**src/rtl/adj_pkg.sv**
```systemverilog
// Shared constants and types for the brightness/contrast/saturation level controller.
package adj_pkg;

  localparam int unsigned LVL_W  = 8;
  localparam int unsigned CALC_W = 10;

  typedef logic signed [CALC_W-1:0] calc_t;

  localparam calc_t BR_STEP  = calc_t'(8);
  localparam calc_t BR_MIN   = calc_t'(-96);
  localparam calc_t BR_MAX   = calc_t'(96);
  localparam calc_t BR_DEF   = calc_t'(0);

  localparam calc_t CT_STEP  = calc_t'(8);
  localparam calc_t CT_MIN   = calc_t'(32);
  localparam calc_t CT_MAX   = calc_t'(255);
  localparam calc_t CT_DEF   = calc_t'(128);

  localparam calc_t SAT_STEP = calc_t'(16);
  localparam calc_t SAT_MIN  = calc_t'(0);
  localparam calc_t SAT_MAX  = calc_t'(255);
  localparam calc_t SAT_DEF  = calc_t'(128);

  typedef enum logic {
    ST_IDLE = 1'b0,
    ST_PEND = 1'b1
  } state_e;

endpackage

```
**src/rtl/sat_step.sv**
```systemverilog
// One shadow level channel: saturating inc/dec by a step, default load,
// and a same-cycle flag telling whether the stored value is about to change.
module sat_step
  import adj_pkg::*;
#(
  parameter bit    IS_SIGNED = 1'b0,
  parameter calc_t DFLT      = calc_t'(0)
) (
  input  logic             clk,
  input  logic             rst_n,
  input  logic             inc_i,
  input  logic             dec_i,
  input  logic             load_i,
  input  calc_t            step_i,
  input  calc_t            min_i,
  input  calc_t            max_i,
  output logic [LVL_W-1:0] value_o,
  output logic             changed_c_o
);

  logic [LVL_W-1:0] value_q, value_d;
  calc_t            cur, delta, sum, nxt;

  // Widen to the calculation width so overshoot past a limit is visible before clamping.
  always_comb begin
    cur   = IS_SIGNED ? {{(CALC_W-LVL_W){value_q[LVL_W-1]}}, value_q}
                      : {{(CALC_W-LVL_W){1'b0}}, value_q};
    delta = '0;
    if (inc_i && !dec_i) begin
      delta = step_i;
    end else if (dec_i && !inc_i) begin
      delta = -step_i;
    end
    sum = cur + delta;
    if (load_i) begin
      nxt = DFLT;
    end else if (sum > max_i) begin
      nxt = max_i;
    end else if (sum < min_i) begin
      nxt = min_i;
    end else begin
      nxt = sum;
    end
    value_d     = nxt[LVL_W-1:0];
    changed_c_o = (value_d != value_q);
  end

  always_ff @(posedge clk or negedge rst_n) begin
    if (!rst_n) begin
      value_q <= DFLT[LVL_W-1:0];
    end else begin
      value_q <= value_d;
    end
  end

  assign value_o = value_q;

endmodule

```
**src/rtl/adj_level_ctrl.sv**
```systemverilog
// Held brightness/contrast/saturation levels: edits go to shadow registers and
// are copied to the active outputs only on a vsync rising edge.
module adj_level_ctrl
  import adj_pkg::*;
(
  input  logic             clk,
  input  logic             rst_n,
  input  logic             binc_i,
  input  logic             bdec_i,
  input  logic             cinc_i,
  input  logic             cdec_i,
  input  logic             sinc_i,
  input  logic             sdec_i,
  input  logic             def_load_i,
  input  logic             vsync_i,
  output logic [LVL_W-1:0] bright_o,
  output logic [LVL_W-1:0] contr_o,
  output logic [LVL_W-1:0] satur_o,
  output logic             dirty_o,
  output logic             upd_o
);

  logic [LVL_W-1:0] br_sh, ct_sh, sat_sh;
  logic             br_chg_c, ct_chg_c, sat_chg_c;
  logic [LVL_W-1:0] bright_q, contr_q, satur_q;
  logic             vs_q, dirty_q, upd_q;
  state_e           state_q;
  logic             vs_rise_c, any_chg_c, commit_c;

  sat_step #(.IS_SIGNED(1'b1), .DFLT(BR_DEF)) u_br (
    .clk(clk), .rst_n(rst_n), .inc_i(binc_i), .dec_i(bdec_i), .load_i(def_load_i),
    .step_i(BR_STEP), .min_i(BR_MIN), .max_i(BR_MAX),
    .value_o(br_sh), .changed_c_o(br_chg_c)
  );

  sat_step #(.IS_SIGNED(1'b0), .DFLT(CT_DEF)) u_ct (
    .clk(clk), .rst_n(rst_n), .inc_i(cinc_i), .dec_i(cdec_i), .load_i(def_load_i),
    .step_i(CT_STEP), .min_i(CT_MIN), .max_i(CT_MAX),
    .value_o(ct_sh), .changed_c_o(ct_chg_c)
  );

  sat_step #(.IS_SIGNED(1'b0), .DFLT(SAT_DEF)) u_sat (
    .clk(clk), .rst_n(rst_n), .inc_i(sinc_i), .dec_i(sdec_i), .load_i(def_load_i),
    .step_i(SAT_STEP), .min_i(SAT_MIN), .max_i(SAT_MAX),
    .value_o(sat_sh), .changed_c_o(sat_chg_c)
  );

  always_comb begin
    vs_rise_c = vsync_i & ~vs_q;
    any_chg_c = br_chg_c | ct_chg_c | sat_chg_c;
    commit_c  = (state_q == ST_PEND) && vs_rise_c;
  end

  // Commit copies the shadow as it stood before this cycle's edits; an edit
  // landing on the edge keeps the controller pending for the next frame.
  always_ff @(posedge clk or negedge rst_n) begin
    if (!rst_n) begin
      vs_q     <= 1'b0;
      upd_q    <= 1'b0;
      dirty_q  <= 1'b0;
      state_q  <= ST_IDLE;
      bright_q <= BR_DEF[LVL_W-1:0];
      contr_q  <= CT_DEF[LVL_W-1:0];
      satur_q  <= SAT_DEF[LVL_W-1:0];
    end else begin
      vs_q  <= vsync_i;
      upd_q <= commit_c;
      if (commit_c) begin
        bright_q <= br_sh;
        contr_q  <= ct_sh;
        satur_q  <= sat_sh;
      end
      case (state_q)
        ST_IDLE: begin
          if (any_chg_c) begin
            state_q <= ST_PEND;
            dirty_q <= 1'b1;
          end
        end
        ST_PEND: begin
          if (vs_rise_c) begin
            state_q <= any_chg_c ? ST_PEND : ST_IDLE;
            dirty_q <= any_chg_c;
          end
        end
        default: begin
          state_q <= ST_IDLE;
          dirty_q <= 1'b0;
        end
      endcase
    end
  end

  assign bright_o = bright_q;
  assign contr_o  = contr_q;
  assign satur_o  = satur_q;
  assign dirty_o  = dirty_q;
  assign upd_o    = upd_q;

endmodule

```
**config.mk**
```make
export PLATFORM = sky130hd
export DESIGN_NAME = adj_level_ctrl
export DESIGN_NICKNAME = d
export VERILOG_FILES = /design/src/rtl/adj_pkg.sv /design/src/rtl/sat_step.sv /design/src/rtl/adj_level_ctrl.sv
export SDC_FILE = /design/constraint.sdc
export NUM_CORES = 1
export LEC_CHECK = 0
export CAP_MARGIN = 20
export CORE_AREA = 2 2 86 88
export CTS_BUF_LIST = sky130_fd_sc_hd__clkbuf_4 sky130_fd_sc_hd__clkbuf_8
export CTS_CLUSTER_DIAMETER = 50
export DETAILED_ROUTE_END_ITERATION = 10
export DIE_AREA = 0 0 88 90
export GPL_ROUTABILITY_DRIVEN = 0
export HOLD_SLACK_MARGIN = 0.02
export PLACE_DENSITY = 0.71
export SYNTH_ARGS = -nofsm -noshare
export SYNTH_HDL_FRONTEND = slang
export SYNTH_SLANG_ARGS = --single-unit
```
**constraint.sdc**
```tcl
create_clock -name clk -period 6 [get_ports clk]
set_input_delay 1.2 -clock clk [delete_from_list [all_inputs] [get_ports clk]]
set_output_delay 1.2 -clock clk [all_outputs]
set_load 0.005 [all_outputs]
```
==> impl_metrics.env, run 1 <==
export IMPL_fin_nets=409
export IMPL_grt_max_degree=53
export IMPL_holdPathStages=1
export IMPL_path_class="primary input to flop"
export IMPL_hold_class="flop to flop"
export IMPL_rsz0062_at_grt="no"
export IMPL_wl_per_cell_um=15.3
export IMPL_crit_reg2reg_launch="u_br.value_o[4]"
export IMPL_num_rows=31
export IMPL_period_needed_ns=4.77
export IMPL_reg2reg_depth=11
export IMPL_synth_simple_gate_area_frac=0.226
export IMPL_yosysWarnings=0
export IMPL_drive_above_1_share=0.124
export IMPL_synthTopCellsByArea="dfrtp_1 (35%), mux2_2 (7.0%), ha_1 (4.4%), nor2_1 (3.4%), dfstp_2 (3.1%)"
export IMPL_route_detailed_drc=0
export IMPL_post_cts_buffers=0
export IMPL_clk_path_buf_depth=2
export IMPL_synth_edf_count=0
export IMPL_hp_start="state_q"
export IMPL_numCtsBuffers=5
export IMPL_insertion_delay_ns=0.31
export IMPL_grt_use_total=0.203
export IMPL_fmax_mhz=210
export IMPL_filler_cell_count=643
export IMPL_die_h_um=90
export IMPL_crit_path_cell_trace="clkdlybuf4s50_1 -> inv_1 -> ha_1 -> xor2_1 -> ha_1 -> a21oi_1 -> o32ai_1 -> o31ai_1 -> nand3_2 -> o32ai_2 -> o2111a_1 -> nand4_1 -> a2111oi_2 -> a21oi_1"
export IMPL_synth_fa_ha_area_frac=0.0442
export IMPL_antenna_cells=0
export IMPL_cts_tree="yes"
export IMPL_io_pins=36
export IMPL_worstPathRequired_ns=6.20
export IMPL_cp_end_kind="flop"
export IMPL_synth_top_cell_by_area="dfrtp_1"
export IMPL_holdBufCountCts=0
export IMPL_max_slew_margin=0.526
export IMPL_dieWidth_um=88
export IMPL_status="finished, final reports clean"
export IMPL_drt_first_pass_iters=4
export IMPL_grt_pass1_wl_mm=13.0
export IMPL_clk_pin_slew_ns=0.10
export IMPL_dieArea_um2=7920
export IMPL_finalHoldWorstSlack_ns=0.474
export IMPL_synth_area_um2=3400
export IMPL_drt_initial_drc_count=197
export IMPL_synth_nets=389
export IMPL_synthToLayoutAreaGrowth_pct=14.0
export IMPL_slew_violations=0
export IMPL_wl_mm=7.47
export IMPL_synth_seq_cells=52
export IMPL_crit_arrival_ns=4.97
export IMPL_worstMarginPinSlew_ns=0.709
export IMPL_ys_flop_type="dfrtp_1"
export IMPL_synth_top_area_frac=0.353
export IMPL_cts_sinks=52
export IMPL_ctsResizeCount=0
export IMPL_synth_cell_types=70
export IMPL_core_area_um2=7020
export IMPL_antenna_found_initial=0
export IMPL_htree_levels=2
export IMPL_start_kind="primary input"
export IMPL_hold_viol_final=0
export IMPL_fin_total_pwr_mw=1.10
export IMPL_synth_compound_area_frac=0.183
export IMPL_viasPerCell=5.81
export IMPL_maxCapViolCount=0
export IMPL_grt_ovfl_total=0
export IMPL_synthCells=367
export IMPL_synthXorXnorAreaFrac=0.0361
export IMPL_post_route_util=0.552
export IMPL_detail_route_antenna_nets=0
export IMPL_synthArstFlopShare=1.00
export IMPL_root_buffer="clkbuf_8"
export IMPL_muxShareOfSynthArea=0.0755
export IMPL_seq_area_frac_synth=0.384
export IMPL_critPathLaunch="binc_i"
export IMPL_skew_ns=0.00556
export IMPL_grt_pass1_vias=2633
export IMPL_slowest_delay_ns=0.56
export IMPL_finalCritPeriodShare=0.794
export IMPL_numPortBuffers=35
export IMPL_leakage_nw=1.67
export IMPL_hpwl_mm=5.33
export IMPL_setup_violations=0
export IMPL_slowest_stage="o31ai_1"
export IMPL_pwr_density_cell_nw_per_um2=285
export IMPL_tns_ns=0
export IMPL_initial_core_util=0.484
export IMPL_postSynthAreaPerCell_um2=9.26
export IMPL_cp_max_fo=13
export IMPL_vias=2830
export IMPL_vdd_drop_max_uv=157
export IMPL_synth_top_family_by_area="simple AND/OR/NAND/NOR gates"
==> final cells by class <==
cell class,count,area (um2),share of cell area
clock buffers,6,82.6,0.0213
well taps,99,124,0.0320
flip-flops and latches,52,1310,0.337
repair buffers,38,368,0.0949
clock inverters,2,15.0,0.00387
inverters,16,60.1,0.0155
multi-input cells,274,1920,0.495
==> state kept, by name, summed over array words and instances, names as in the netlist, 8 cells and up <==
| signal | cells |
|---|---|
| bright_o | 8 |
| contr_o | 8 |
| satur_o | 8 |
| u_br.value_o | 8 |
| u_ct.value_o | 8 |
| u_sat.value_o | 8 |
==> per-stage QoR <==
step                setup slack (ns)  area, um2  std cells
floorplan                       1.87       3400        367
global placement                1.04       3780        479
detailed placement             0.887       3780        479
CTS                             1.24       3870        487
global route                   0.865       3870        487
finish                          1.23       3870        487
==> cells in the final DEF, fill, tap and decap left out, types with 3 or more instances in the layout <==
cell             synthesis  layout
xor2_1                   5       5
or2_2                    3       3
a31oi_1                  3       3
nand3_1                 14      14
o211a_1                  3       3
a21oi_1                 19      19
nand2b_1                 4       4
buf_4                    1       3
nor3_1                   8       8
clkdlybuf4s50_1          0      34
inv_1                   14      14
nor3b_1                  5       5
o31ai_1                  3       3
nor2b_1                  8       8
clkbuf_8                 0       6
a211oi_1                 6       6
a22oi_1                  3       3
nor4b_1                  4       4
or3_1                    6       6
o211ai_1                 3       3
dfrtp_1                 48      48
o21ai_0                 21      21
mux2_2                  21      21
and4b_1                  3       3
and2_1                   8       8
dfstp_2                  4       4
nand4_1                  6       6
xnor2_1                  9       9
nand2_1                 23      23
nor2_1                  31      31
ha_1                    12      12
==> worst paths after layout <==
check	endpoint	slack (ns)
worst max-delay path	dirty_o	1.23
worst min-delay path	dirty_o	0.47
worst max register to register	dirty_o	2.41
worst min register to register	dirty_o	0.47
max in group asynchronous	u_sat.value_o[5]	4.57
min in group asynchronous	bright_o[0]	0.99
==> routing by layer <==
layer  global-route usage  vias up  routed length [um]
met5                    0        -                   0
met4               0.0551        0                  98
met3               0.0239        7                 228
met2                0.317       50                3560
met1                0.296     1397                3580
li1                     -     1376                   -
==> cell families (layout without fill, tap and decap cells) <==
logic type,Yosys count,count (layout)
multiplexers,23,23
flip-flops,52,52
AND/OR/NAND/NOR,138,138
XOR/XNOR,14,14
adder cells (fa/ha/maj),12,12
AO/OA/AOI/OAI,87,87
buffers and inverters,41,62
==> synthesized netlist by cell type, types with 7 or more instances <==
cell and n:
dfrtp_1 48, nor2_1 31, nand2_1 23, mux2_2 21, o21ai_0 21, a21oi_1 19, clkbuf_1 15, inv_1 14
nand3_1 14, ha_1 12, xnor2_1 9, and2_1 8, nor2b_1 8, nor3_1 8, buf_2 7
==> critical path, delay by kind of cell <==
kind / cells / cell delay (ns)
AOI/OAI and AO/OA: 7 / 2.08
xor gates and xnor gates: 1 / 0.22
and+or+nand+nor: 2 / 0.33
adders and majority gates: 2 / 0.63
buffers and inverters: 2 / 0.51
==> where the power goes <==
| group | switching [mW] | internal [mW] |
|---|---|---|
| Sequential | 0.0741 | 0.404 |
| Combinational | 0.206 | 0.205 |
| Clock | 0.121 | 0.0936 |
| Total | 0.401 | 0.702 |
Power figures use the tool's default switching activity.
==> run 2: changes to the inputs <==
--- a/config.mk
+++ b/config.mk
@@ -13,7 +13,7 @@
 export DIE_AREA = 0 0 88 90
 export GPL_ROUTABILITY_DRIVEN = 0
 export HOLD_SLACK_MARGIN = 0.02
-export PLACE_DENSITY = 0.71
+export PLACE_DENSITY = 0.74
 export SYNTH_ARGS = -nofsm -noshare
 export SYNTH_HDL_FRONTEND = slang
 export SYNTH_SLANG_ARGS = --single-unit
==> constraint.sdc (replaced) <==
create_clock -name clk -period 4.33 [get_ports clk]
set_input_delay 0.866 -clock clk [delete_from_list [all_inputs] [get_ports clk]]
set_output_delay 0.866 -clock clk [all_outputs]
set_load 0.005 [all_outputs]
==> run 2 against run 1 <==
Against the previous run:
- cell area rose by 3.9%
- sequential share of layout area is 1.3 points lower
- global-route usage decreased by 0.76 points
- routed wire length grew 0.24%
- non-clock buffer count increased by 21
- combinational power is 51% higher
- sequential power is 38% higher
- core utilization is 2.2 points higher
- clock power rose by 36%
- count of clock-buffer cells in the layout unchanged
- register-to-register slack got worse by 1.4 ns
- worst setup slack lost 0.94 ns
- critical endpoint unchanged
==> impl_metrics.env, run 2 (same netlist as run 1, synthesis figures left out) <==
export IMPL_viasPerCell=5.66
export IMPL_multiInputGateArea_um2=1920
export IMPL_worstMarginPinSlew_ns=0.657
export IMPL_setup_violations=0
export IMPL_cpLargestDelayFamily="compound AO/OA/AOI/OAI gates"
export IMPL_cts_tree="yes"
export IMPL_finalCritPeriodShare=0.933
export IMPL_clk_pin_slew_ns=0.10
export IMPL_drive_above_1_share=0.169
export IMPL_dieArea_um2=7920
export IMPL_clk_path_buf_depth=2
export IMPL_rsz0062_at_grt="no"
export IMPL_crit_path_cell_trace="clkdlybuf4s50_1 -> inv_1 -> ha_1 -> inv_1 -> ha_1 -> ha_1 -> and4b_1 -> a2111oi_4 -> xor2_1 -> a21oi_1 -> buf_4 -> o211a_1 -> nor3_1 -> nand4_1 -> a2111oi_2 -> a21oi_1"
export IMPL_vdd_drop_max_uv=220
export IMPL_worstPathRequired_ns=4.52
export IMPL_cp_max_fo=5
export IMPL_cp_end_kind="flop"
export IMPL_core_area_um2=7020
export IMPL_detail_route_antenna_nets=0
export IMPL_fin_total_pwr_mw=1.57
export IMPL_insertion_delay_ns=0.31
export IMPL_fmax_mhz=248
export IMPL_fin_nets=430
export IMPL_grt_ovfl_total=0
export IMPL_pwr_density_cell_nw_per_um2=391
export IMPL_synthToLayoutAreaGrowth_pct=18.5
export IMPL_holdBufCountCts=0
export IMPL_vias=2876
export IMPL_mostFrequentLayoutCells="dfrtp_1 (48), clkdlybuf4s50_1 (34), nor2_1 (31)"
export IMPL_hpwl_mm=5.44
export IMPL_slowest_stage="clkdlybuf4s50_1"
export IMPL_die_h_um=90
export IMPL_status="finished, final reports clean"
export IMPL_drt_initial_drc_count=155
export IMPL_slowest_delay_ns=0.45
export IMPL_skew_ns=0.00760
export IMPL_cts_sinks=52
export IMPL_initial_core_util=0.484
export IMPL_tns_ns=0
export IMPL_post_dp_cell_area_um2=3940
export IMPL_start_kind="primary input"
export IMPL_grt_max_degree=53
export IMPL_maxCapViolCount=0
export IMPL_filler_cell_count=621
export IMPL_slew_violations=0
export IMPL_post_cts_buffers=0
export IMPL_root_buffer="clkbuf_8"
export IMPL_crit_arrival_ns=4.23
export IMPL_antenna_cells=0
export IMPL_antenna_found_initial=0
export IMPL_ctsResizeCount=0
export IMPL_seqCellArea_um2=1310
export IMPL_leakage_nw=1.78
export IMPL_grt_pass1_vias=2698
export IMPL_final_cell_area_um2=4030
export IMPL_num_rows=31
export IMPL_numPortBuffers=35
export IMPL_hold_class="flop to flop"
export IMPL_wl_per_cell_um=14.7
export IMPL_route_detailed_drc=0
export IMPL_layout_commonest_cell="dfrtp_1"
export IMPL_dieWidth_um=88
export IMPL_period_needed_ns=4.04
export IMPL_r2r_setup_slack_ns=1.04
export IMPL_drt_first_pass_iters=4
export IMPL_io_pins=36
export IMPL_path_class="primary input to flop"
export IMPL_htree_levels=2
export IMPL_numCtsBuffers=5
export IMPL_wl_mm=7.49
export IMPL_cp_num_buf_inv=4
export IMPL_max_slew_margin=0.562
export IMPL_cp_common_cell="ha_1"
export IMPL_hold_viol_final=0
export IMPL_grt_pass1_wl_mm=12.7
export IMPL_grt_use_total=0.195
[run 2: through the flow]
step	instances	setup slack, ns	util	hold WS (ns)
after floorplan	367	0.539	-	0.441
after global placement	500	0.0123	0.561	0.459
after detailed placement	500	-0.0737	0.561	0.473
after CTS	508	0.234	0.574	0.493
after global routing	508	0.0224	0.574	0.500
final	508	0.291	0.574	0.487
[run 2: final cells by class]
| cell class | count | share of cell area |
|---|---|---|
| repair buffers | 59 | 0.130 |
| clock inverters | 2 | 0.00404 |
| well taps | 99 | 0.0308 |
| clock buffers | 6 | 0.0189 |
| multi-input cells | 274 | 0.477 |
| inverters | 16 | 0.0149 |
| flip-flops and latches | 52 | 0.324 |
[run 2: path summary, 6_finish.rpt]
path | from | end | cells past startpoint
hold / removal | satur_o[6] | satur_o[6] | 2
min in group asynchronous | rst_n | bright_o[1] | 2
hold reg to reg | satur_o[6] | satur_o[6] | 2
setup / recovery | cinc_i | dirty_o | 16
max in group asynchronous | rst_n | contr_o[1] | 2
setup reg to reg | u_br.value_o[4] | dirty_o | 11
[run 2: worst min-delay path: cells and delay by family (launching register included)]
kind             cells  cell delay, ns
flip-flops           1            0.35
AND/OR/NAND/NOR      1            0.05
AO/OA/AOI/OAI        1            0.06
[run 2: metal layers]
| metal | track usage | part of all wire | vias up |
|---|---|---|---|
| li1 | - | - | 1417 |
| met1 | 0.284 | 0.48 | 1393 |
| met2 | 0.307 | 0.47 | 60 |
| met3 | 0.0257 | 0.037 | 6 |
| met4 | 0.0474 | 0.011 | 0 |
| met5 | 0 | 0 | - |
[run 2: where the power goes]
group	internal, mW	total (mW)	leakage, nW	switching (mW)
Sequential	0.560	0.661	0.679	0.101
Clock	0.122	0.293	0.0448	0.171
Combinational	0.321	0.619	1.06	0.298
